===== config.mk =====
export PLATFORM = sky130hd
export DESIGN_NAME = cpu_controller
export DESIGN_NICKNAME = d
export VERILOG_FILES = /design/src/rtl/cpu_controller_pkg.sv /design/src/rtl/cpu_ctrl_decode.sv /design/src/rtl/cpu_controller.sv
export SDC_FILE = /design/constraint.sdc
export NUM_CORES = 1
export LEC_CHECK = 0
export CAP_MARGIN = 15
export CELL_PAD_IN_SITES_DETAIL_PLACEMENT = 1
export CELL_PAD_IN_SITES_GLOBAL_PLACEMENT = 1
export CORE_AREA = 2 2 106 82
export DETAILED_ROUTE_END_ITERATION = 6
export DIE_AREA = 0 0 108 84
export PLACE_DENSITY_LB_ADDON = 0.1
export SLEW_MARGIN = 5
export SYNTH_ARGS = -nofsm -noshare
export SYNTH_HDL_FRONTEND = slang
export SYNTH_HIERARCHICAL = 1
export SYNTH_SLANG_ARGS = --single-unit

===== constraint.sdc =====
create_clock -name clk -period 1.8 [get_ports clk]
set_clock_uncertainty 0.2 [all_clocks]
set_input_delay 0.36 -clock clk [delete_from_list [all_inputs] [get_ports clk]]
set_output_delay 0.36 -clock clk [all_outputs]
set_load 0.005 [all_outputs]

===== src/rtl/cpu_controller_pkg.sv =====
// Shared definitions for the cpu_controller sequencer.
//   - state_t : FSM state encoding (IDLE, FETCH, DECODE, EXEC, HALTED)
//   - CLS_*   : two-bit instruction class encodings held in the MSBs of IR
//   - instr_width() : instruction word width derived from AW and WIDTH
package cpu_controller_pkg;

  typedef enum logic [2:0] {
    S_IDLE   = 3'd0,
    S_FETCH  = 3'd1,
    S_DECODE = 3'd2,
    S_EXEC   = 3'd3,
    S_HALTED = 3'd4
  } state_t;

  localparam logic [1:0] CLS_ALU_REG = 2'b00;
  localparam logic [1:0] CLS_ALU_IMM = 2'b01;
  localparam logic [1:0] CLS_NOP     = 2'b10;
  localparam logic [1:0] CLS_HALT    = 2'b11;

  // Word layout, MSB first: cls[2] op[3] rd[AW] rs1[AW] rs2[AW] imm[WIDTH]
  function automatic int instr_width(input int aw, input int width);
    return 5 + 3 * aw + width;
  endfunction

endpackage


===== src/rtl/cpu_ctrl_decode.sv =====
// Purely combinational instruction field splitter.
// Ports:
//   ir       in  INSTR_W  instruction register contents
//   cls      out 2        instruction class
//   alu_sel  out 3        ALU operation (op field)
//   mux_sel  out 1        operand B select: 1 = immediate (cls[0])
//   rd       out AW       destination register
//   rs1      out AW       source register A
//   rs2      out AW       source register B
//   imm      out WIDTH    immediate operand
module cpu_ctrl_decode
  import cpu_controller_pkg::*;
#(
  parameter int WIDTH   = 8,
  parameter int AW      = 3,
  parameter int INSTR_W = instr_width(AW, WIDTH)
) (
  input  logic [INSTR_W-1:0] ir,
  output logic [1:0]         cls,
  output logic [2:0]         alu_sel,
  output logic               mux_sel,
  output logic [AW-1:0]      rd,
  output logic [AW-1:0]      rs1,
  output logic [AW-1:0]      rs2,
  output logic [WIDTH-1:0]   imm
);

  localparam int RS2_LSB = WIDTH;
  localparam int RS1_LSB = WIDTH + AW;
  localparam int RD_LSB  = WIDTH + 2 * AW;
  localparam int OP_LSB  = WIDTH + 3 * AW;
  localparam int CLS_LSB = OP_LSB + 3;

  assign cls     = ir[CLS_LSB +: 2];
  assign alu_sel = ir[OP_LSB +: 3];
  assign rd      = ir[RD_LSB +: AW];
  assign rs1     = ir[RS1_LSB +: AW];
  assign rs2     = ir[RS2_LSB +: AW];
  assign imm     = ir[0 +: WIDTH];
  // cls 01 (ALU-imm) is the only ALU class with bit 0 set.
  assign mux_sel = cls[0];

endmodule


===== src/rtl/cpu_controller.sv =====
// Multi-cycle sequencer for the mini CPU datapath. Fetches instruction words
// over a req/valid handshake, decodes them and drives one register-file write
// per ALU instruction. Datapath controls decode straight from IR, so they only
// change when IR is loaded and stay stable through DECODE and EXEC.
// Ports:
//   clk, rst          clock (rising edge), asynchronous active-low reset
//   start             begin at PC=0 (honoured in IDLE or HALTED only)
//   imem_req/addr     fetch request and address (= PC)
//   imem_valid/data   instruction return, accepted only in FETCH
//   write_en          register write strobe, high for the EXEC cycle only
//   write_addr, read_addr1, read_addr2, alu_sel, mux_sel, immediate_data
//                     datapath controls decoded from IR
//   carry_out         datapath ALU carry, captured at the end of EXEC
//   carry_flag        carry of the last executed ALU instruction
//   busy, halted      status (FETCH/DECODE/EXEC, HALTED)
//   retired           16-bit wrapping count of executed ALU instructions
module cpu_controller
  import cpu_controller_pkg::*;
#(
  parameter  int WIDTH     = 8,
  parameter  int REG_COUNT = 8,
  parameter  int PC_W      = 8,
  localparam int AW        = $clog2(REG_COUNT),
  localparam int INSTR_W   = instr_width(AW, WIDTH)
) (
  input  logic               clk,
  input  logic               rst,
  input  logic               start,
  output logic               imem_req,
  output logic [PC_W-1:0]    imem_addr,
  input  logic               imem_valid,
  input  logic [INSTR_W-1:0] imem_data,
  output logic               write_en,
  output logic [AW-1:0]      write_addr,
  output logic [AW-1:0]      read_addr1,
  output logic [AW-1:0]      read_addr2,
  output logic [2:0]         alu_sel,
  output logic               mux_sel,
  output logic [WIDTH-1:0]   immediate_data,
  input  logic               carry_out,
  output logic               carry_flag,
  output logic               busy,
  output logic               halted,
  output logic [15:0]        retired
);

  state_t             state_reg, state_next;
  logic [PC_W-1:0]    pc_reg, pc_next;
  logic [INSTR_W-1:0] ir_reg, ir_next;
  logic               carry_reg, carry_next;
  logic [15:0]        retired_reg, retired_next;
  logic [1:0]         cls;

  cpu_ctrl_decode #(
    .WIDTH (WIDTH),
    .AW    (AW)
  ) u_decode (
    .ir      (ir_reg),
    .cls     (cls),
    .alu_sel (alu_sel),
    .mux_sel (mux_sel),
    .rd      (write_addr),
    .rs1     (read_addr1),
    .rs2     (read_addr2),
    .imm     (immediate_data)
  );

  always_ff @(posedge clk or negedge rst) begin
    if (!rst) begin
      state_reg   <= S_IDLE;
      pc_reg      <= '0;
      ir_reg      <= '0;
      carry_reg   <= 1'b0;
      retired_reg <= '0;
    end else begin
      state_reg   <= state_next;
      pc_reg      <= pc_next;
      ir_reg      <= ir_next;
      carry_reg   <= carry_next;
      retired_reg <= retired_next;
    end
  end

  // Strobes come from the state register alone, so an asynchronous reset
  // removes write_en/imem_req without waiting for a clock edge.
  always_comb begin
    state_next   = state_reg;
    pc_next      = pc_reg;
    ir_next      = ir_reg;
    carry_next   = carry_reg;
    retired_next = retired_reg;
    imem_req     = 1'b0;
    write_en     = 1'b0;
    busy         = 1'b0;
    halted       = 1'b0;
    case (state_reg)
      S_IDLE: begin
        if (start) begin
          pc_next    = '0;
          state_next = S_FETCH;
        end
      end
      S_FETCH: begin
        busy     = 1'b1;
        imem_req = 1'b1;
        if (imem_valid) begin
          ir_next    = imem_data;
          state_next = S_DECODE;
        end
      end
      S_DECODE: begin
        busy = 1'b1;
        case (cls)
          CLS_ALU_REG, CLS_ALU_IMM: state_next = S_EXEC;
          CLS_NOP: begin
            pc_next    = pc_reg + 1'b1;
            state_next = S_FETCH;
          end
          default: state_next = S_HALTED;
        endcase
      end
      S_EXEC: begin
        busy         = 1'b1;
        write_en     = 1'b1;
        carry_next   = carry_out;
        retired_next = retired_reg + 16'd1;
        pc_next      = pc_reg + 1'b1;
        state_next   = S_FETCH;
      end
      S_HALTED: begin
        halted = 1'b1;
        if (start) begin
          pc_next    = '0;
          state_next = S_FETCH;
        end
      end
      default: state_next = S_IDLE;
    endcase
  end

  assign imem_addr  = pc_reg;
  assign carry_flag = carry_reg;
  assign retired    = retired_reg;

endmodule

; After elaboration in Yosys (flattened, before gate mapping)
; Cells that the tools add are included.
; Widths: inputs -> output; s select.
[classes]
eq_ne = 9
reduce_logical = 9
add_sub_neg = 2
muxes = 11
[ops]
columns = cell, n
row1 = $pmux 8 s3, 1
row2 = $add 16x1->16 const B, 1
row3 = $mux 8, 2
row4 = $pmux 3 s4, 1
row5 = $add 8x1->8 const B, 1
row6 = $eq 3x2->1 const B, 2
row7 = $mux 3, 2
row8 = $pmux 3 s2, 1
row9 = $mux 1, 4
row10 = $ne 2x2->1 const B, 2
row11 = $reduce_and 2->1, 2
row12 = $reduce_or 2->1, 2
row13 = $eq 3x1->1 const B, 1
row14 = $eq 3x3->1 const B, 1
row15 = $logic_not 3->1, 1
row16 = $reduce_and 3->1, 1
row17 = $reduce_bool 3->1, 1
row18 = $reduce_or 3->1, 1
row19 = $eq 2x1->1 const B, 1
row20 = $eq 2x2->1 const B, 1
row21 = $logic_not 2->1, 1
row22 = $ne 2x1->1 const B, 1
[word_totals]
wordCells = 36
output_inout_bits = 50
ff_bits = 50
input_bits = 27

; Depth between registers and ports, before layout
; Gate-level depths: netlist (run 1).
[depth]
ltp_word = 4
depth_mapped = 6
ltp_nobuf = 5

; Modules after synthesis
; Netlist (run 1), hierarchy kept.
[modules_own_cells]
columns = mod, area_per_inst_um2, seq_area_each_um2, cells_per_inst, instances
row1 = cpu_controller, 2193.4, 1251.2, 179, 1
row2 = cpu_ctrl_decode, 172.7, 0.0, 23, 1

; Worst setup path before layout (run 1)
; No wires, ideal clock.
[synth_timing]
kind = register to register
startpoint = reg state_reg[1]
endpoint = reg ir_reg[10]
slack_ns = 0.163
n_path_buf = 2
arrival_time_ns = 1.312
required_ns = 1.475
setup_time_ns = 0.125
period_less_slack_ns = 1.637
stages_incl_launch_ff = 7
cell_sequence = dfrtp_1 -> buf_2 -> inv_1 -> nand2_1 -> nor2_2 -> buf_4 -> mux2_2
[synth_via]
elab_chain_len = 2
[synth_rtl]
columns = item, line_no
row1 = start: declaration, cpu_controller.sv:47  ; state_t state_reg, state_next;
row2 = start signal: assignment, cpu_controller.sv:76  ; state_reg <= state_next;
row3 = $eq 3x1->1, cpu_controller.sv:96  ; case (state_reg)
row4 = $reduce_and 2->1 (no line), -
row5 = end signal: assignment, cpu_controller.sv:78  ; ir_reg <= ir_next;
row6 = end: declaration, cpu_controller.sv:49  ; logic [INSTR_W-1:0] ir_reg, ir_next;
; Every way passes these cells.
; A chain may end at the register's enable or synchronous reset.

; Final worst setup path (run 1)
[layout_timing]
startpoint = reg state_reg[0]
endpoint = out busy
[layout_via]
elab_chain_len = 3
word_cells_on_any_way = 5
classes_between = eq/ne (3) / mux (1) / reduce/logical (1)
[layout_rtl]
columns = item, line_no
row1 = $eq 3x2->1 or $eq 3x1->1 (tied branches), cpu_controller.sv:96
row2 = $reduce_or 3->1 (no line) (*), -
row3 = $mux 1 (*), cpu_controller.sv:96
row4 = end: declaration, cpu_controller.sv:42  ; output logic busy,
; Every way passes the cells marked *; elsewhere a longest branch is shown, timed or not.

==> impl_metrics.tcl, run 1 <==
set metrics [dict create \
    p_switching_uw 1510 \
    rsz0062_at_grt "true" \
    required_ns 1.24 \
    clk_path_buf_depth 2 \
    synth_seq_cells 50 \
    timing.fmax_mhz 553 \
    r2r_slack_ns 0.04 \
    cp_max_fo 3 \
    r2r-end "retired[13]$_DFFE_PN0P_" \
    cp_cell_sequence "buf_6 > nor2_4 > buf_6 > nor2_2 > buf_2" \
    status "finished with violations" \
    h-tree-depth 2 \
    grt_pass1_vias 1865 \
    io_buffers 76 \
    vias_per_cell 4.40 \
    drc_errors 0 \
    ys_seq_area_share_pct 52.9 \
    relSlewSlack_pct 75.4 \
    critPathBufInv 3 \
    ios 77 \
    drv_slew 0 \
    period_share_pct 100 \
    firstDrtPassIters 4 \
    maxCapViolCount 0 \
    ir_drop_uv 561 \
    power_frac_comb_pct 47.6 \
    critical-path-top-delay-family "flip-flops" \
    clkPwrFrac_pct 17.2 \
    p_int_uw 3370 \
    layout.nets 327 \
    avgSynthCellArea_um2 11.7 \
    finalSetupViolCount 1 \
    cp-start-kind "flop" \
    synthTopCellsByArea "dfrtp_1 (53%), mux2_2 (10%), buf_4 (7.9%)" \
    min_period_ns 1.81 \
    avgRoutedWirePerCell_um 13.8 \
    largest_reg_flops 22 \
    core_area_mm2 0.00816 \
    diodes 0 \
    clk_latency_ns 0.30 \
    yosysTopAreaCellShare_pct 52.9 \
    critPathKind "flop to primary output" \
    initial_core_util_pct 29.0 \
    clk_pin_slew_worst_paths_ns 0.10 \
    fp.dieH_um 84 \
    yosysWarnings 6 \
    r2r-start "state_reg[0]$_DFFE_PN0P_" \
    grt_pass1_wl_um 9290 \
    leakagePower_uw 0.00169 \
    seq_power_share_pct 35.2 \
    grt_overflow 0 \
    worst_slack_ns -0.00702 \
    syn_to_final_growth_pct 50.1 \
    endpoint_kind "primary output" \
    cp_common_cell "buf_6" \
    cts_tree "built" \
    die_w_um 108 \
    die_area_mm2 0.00907 \
    min_path_type "flop to flop" \
    gp_congestion 0.679 \
    antenna_found_initial 0 \
    synth_fa_ha_area_share_pct 1.06 \
    place_ws_ns -0.178 \
    violations "negative setup slack" \
    finalPower_uw 4880 \
    min_to "retired[15]$_DFFE_PN0P_" \
    cts.sinks 50 \
    drive_gt1_share_pct 30.4 \
    hold_start "retired[15]$_DFFE_PN0P_" \
    p_per_area_mw_per_mm2 1370 \
    cts_made_buffers 5 \
    slowest_stage "dfrtp_2" \
    switching_share_pct 30.9 \
    syn-num-nets 231 \
    worstMarginPinSlew_ns 0.365 \
    holdPathStages 1 \
    vias 1789 \
    synthMuxAreaShare_pct 11.3 \
    rows 29 \
    synth.distinct_cells 33 \
    syn_area_mm2 0.00237 \
    initialDrtViolationCount 67 \
    synthCells 202 \
    hold_viol 0 \
    r2r_cells 5 \
    arrival_ns 1.25 \
    root_buffer "clkbuf_8" \
    slowest_delay_ns 0.45 \
    yosysTopAreaCell "dfrtp_1" \
    synth_top_family_by_area "simple AND/OR/NAND/NOR gates" \
    grt_max_degree 51 \
    grt_usage_pct 13.0 \
    synthSimpleGateAreaFrac_pct 15.5 \
    synthXorXnorAreaFrac_pct 6.66 \
    wl_um 5630 \
    final_antenna_net_count 0 \
    dp_hpwl_um 3740 \
    synth_compound_area_share_pct 3.44 \
]
==> through the flow <==
stage	instances	hold WS, ns	util [%]	cell area, µm²	setup TNS, ns
finish	407	0.274	43.5	3550	-0.00702
global route	407	0.318	43.5	3550	-0.257
CTS	402	0.283	42.8	3490	-0.140
detailed placement	371	0.176	38.9	3180	-4.01
global placement	371	0.174	38.9	3180	-3.92
floorplan	202	-0.136	-	2370	0
==> logic make-up (layout without fill, tap and decap cells) <==
family	Yosys count	after routing
buffers and inverters	31	128
xor gates and xnor gates	18	18
AOI/OAI and AO/OA	12	12
muxes	24	24
DFF	50	50
adders and majority gates	2	2
and+or+nand+nor	65	65
==> metal layers <==
metal	GRT usage, %	share of wire [%]
met5	0	0
met4	2.80	0.67
met3	3.20	5.6
met2	19.3	43
met1	19.3	51
==> how the worst max path moves through the flow <==
stage / from / end / slack, ns / cells past startpoint
2_1_floorplan: state_reg[1]$_DFFE_PN0P_ / ir_reg[10]$_DFFE_PN0P_ / 0.16 / 6
3_3_place_gp: imem_valid / ir_reg[5]$_DFFE_PN0P_ / -0.17 / 5
3_5_place_dp: imem_valid / ir_reg[8]$_DFFE_PN0P_ / -0.18 / 5
4_1_cts: state_reg[0]$_DFFE_PN0P_ / halted / -0.08 / 4
5_1_grt: state_reg[0]$_DFFE_PN0P_ / retired[13]$_DFFE_PN0P_ / -0.07 / 5
6_report: state_reg[0]$_DFFE_PN0P_ / busy / -0.007 / 5
==> cells in the mapped netlist <==
| cell type | n |
|---|---|
| a21oi_1 | 1 |
| a22oi_1 | 1 |
| a32oi_1 | 1 |
| and2_1 | 4 |
| and2b_1 | 1 |
| and3_1 | 4 |
| and4_1 | 1 |
| and4b_1 | 2 |
| buf_2 | 4 |
| buf_4 | 25 |
| dfrtp_1 | 50 |
| ha_1 | 2 |
| inv_1 | 2 |
| mux2_1 | 1 |
| mux2_2 | 21 |
| mux2i_1 | 2 |
| nand2_1 | 19 |
| nand2b_4 | 1 |
| nand3_1 | 12 |
| nand4_1 | 4 |
| nand4b_4 | 1 |
| nor2_1 | 11 |
| nor2_2 | 1 |
| nor2b_1 | 1 |
| nor4_4 | 1 |
| o2111ai_1 | 2 |
| o211ai_1 | 2 |
| o21a_1 | 1 |
| o21ai_0 | 4 |
| or2_2 | 1 |
| or3_1 | 1 |
| xnor2_1 | 12 |
| xor2_1 | 6 |
==> cell type report <==
class / count / area, µm²
well taps: 108 / 135
clock inverters: 3 / 47.5
multi-input cells: 121 / 923
repair buffers: 118 / 1110
clock buffers: 5 / 68.8
inverters: 2 / 7.51
flip-flops and latches: 50 / 1260
fillers: 900 / 4610
==> cells in the final DEF (no fill, tap or decap), types with 5 or more instances in the layout <==
master	netlist	final
dfrtp_1	50	46
nor2_1	11	8
nand2_1	19	19
nand3_1	12	12
mux2_2	21	21
clkbuf_8	0	5
clkdlybuf4s50_1	0	63
buf_4	25	36
xnor2_1	12	12
xor2_1	6	6
dlymetal6s2s_1	0	7
==> power groups by stage <==
stage | Sequential [µW] | Combinational [µW] | Clock [µW]
2_1_floorplan | 1740 | 1230 | 0
3_3_place_gp | 1820 | 2000 | 0
3_5_place_dp | 1820 | 2030 | 0
4_1_cts | 1720 | 2340 | 888
5_1_grt | 1780 | 2550 | 919
6_report | 1720 | 2320 | 838
==> timing repair <==
| item | 4_1_cts | 5_1_grt |
|---|---|---|
| endpoints found under the hold margin | 50 | 0 |
| setup endpoints to repair | 24 | 25 |
| pin swaps | 5 | 5 |
| hold buffers | 1 | 0 |
| resized for setup | 27 | 16 |
| setup buffers | 22 | 6 |
(Power assumes the default switching activity.)
==> run 2, diff against run 1 <==
CTS_CLUSTER_SIZE = 30   (was unset)
==> results of run 2 <==
Final layout, timing and power as in run 1 (identical DEF).
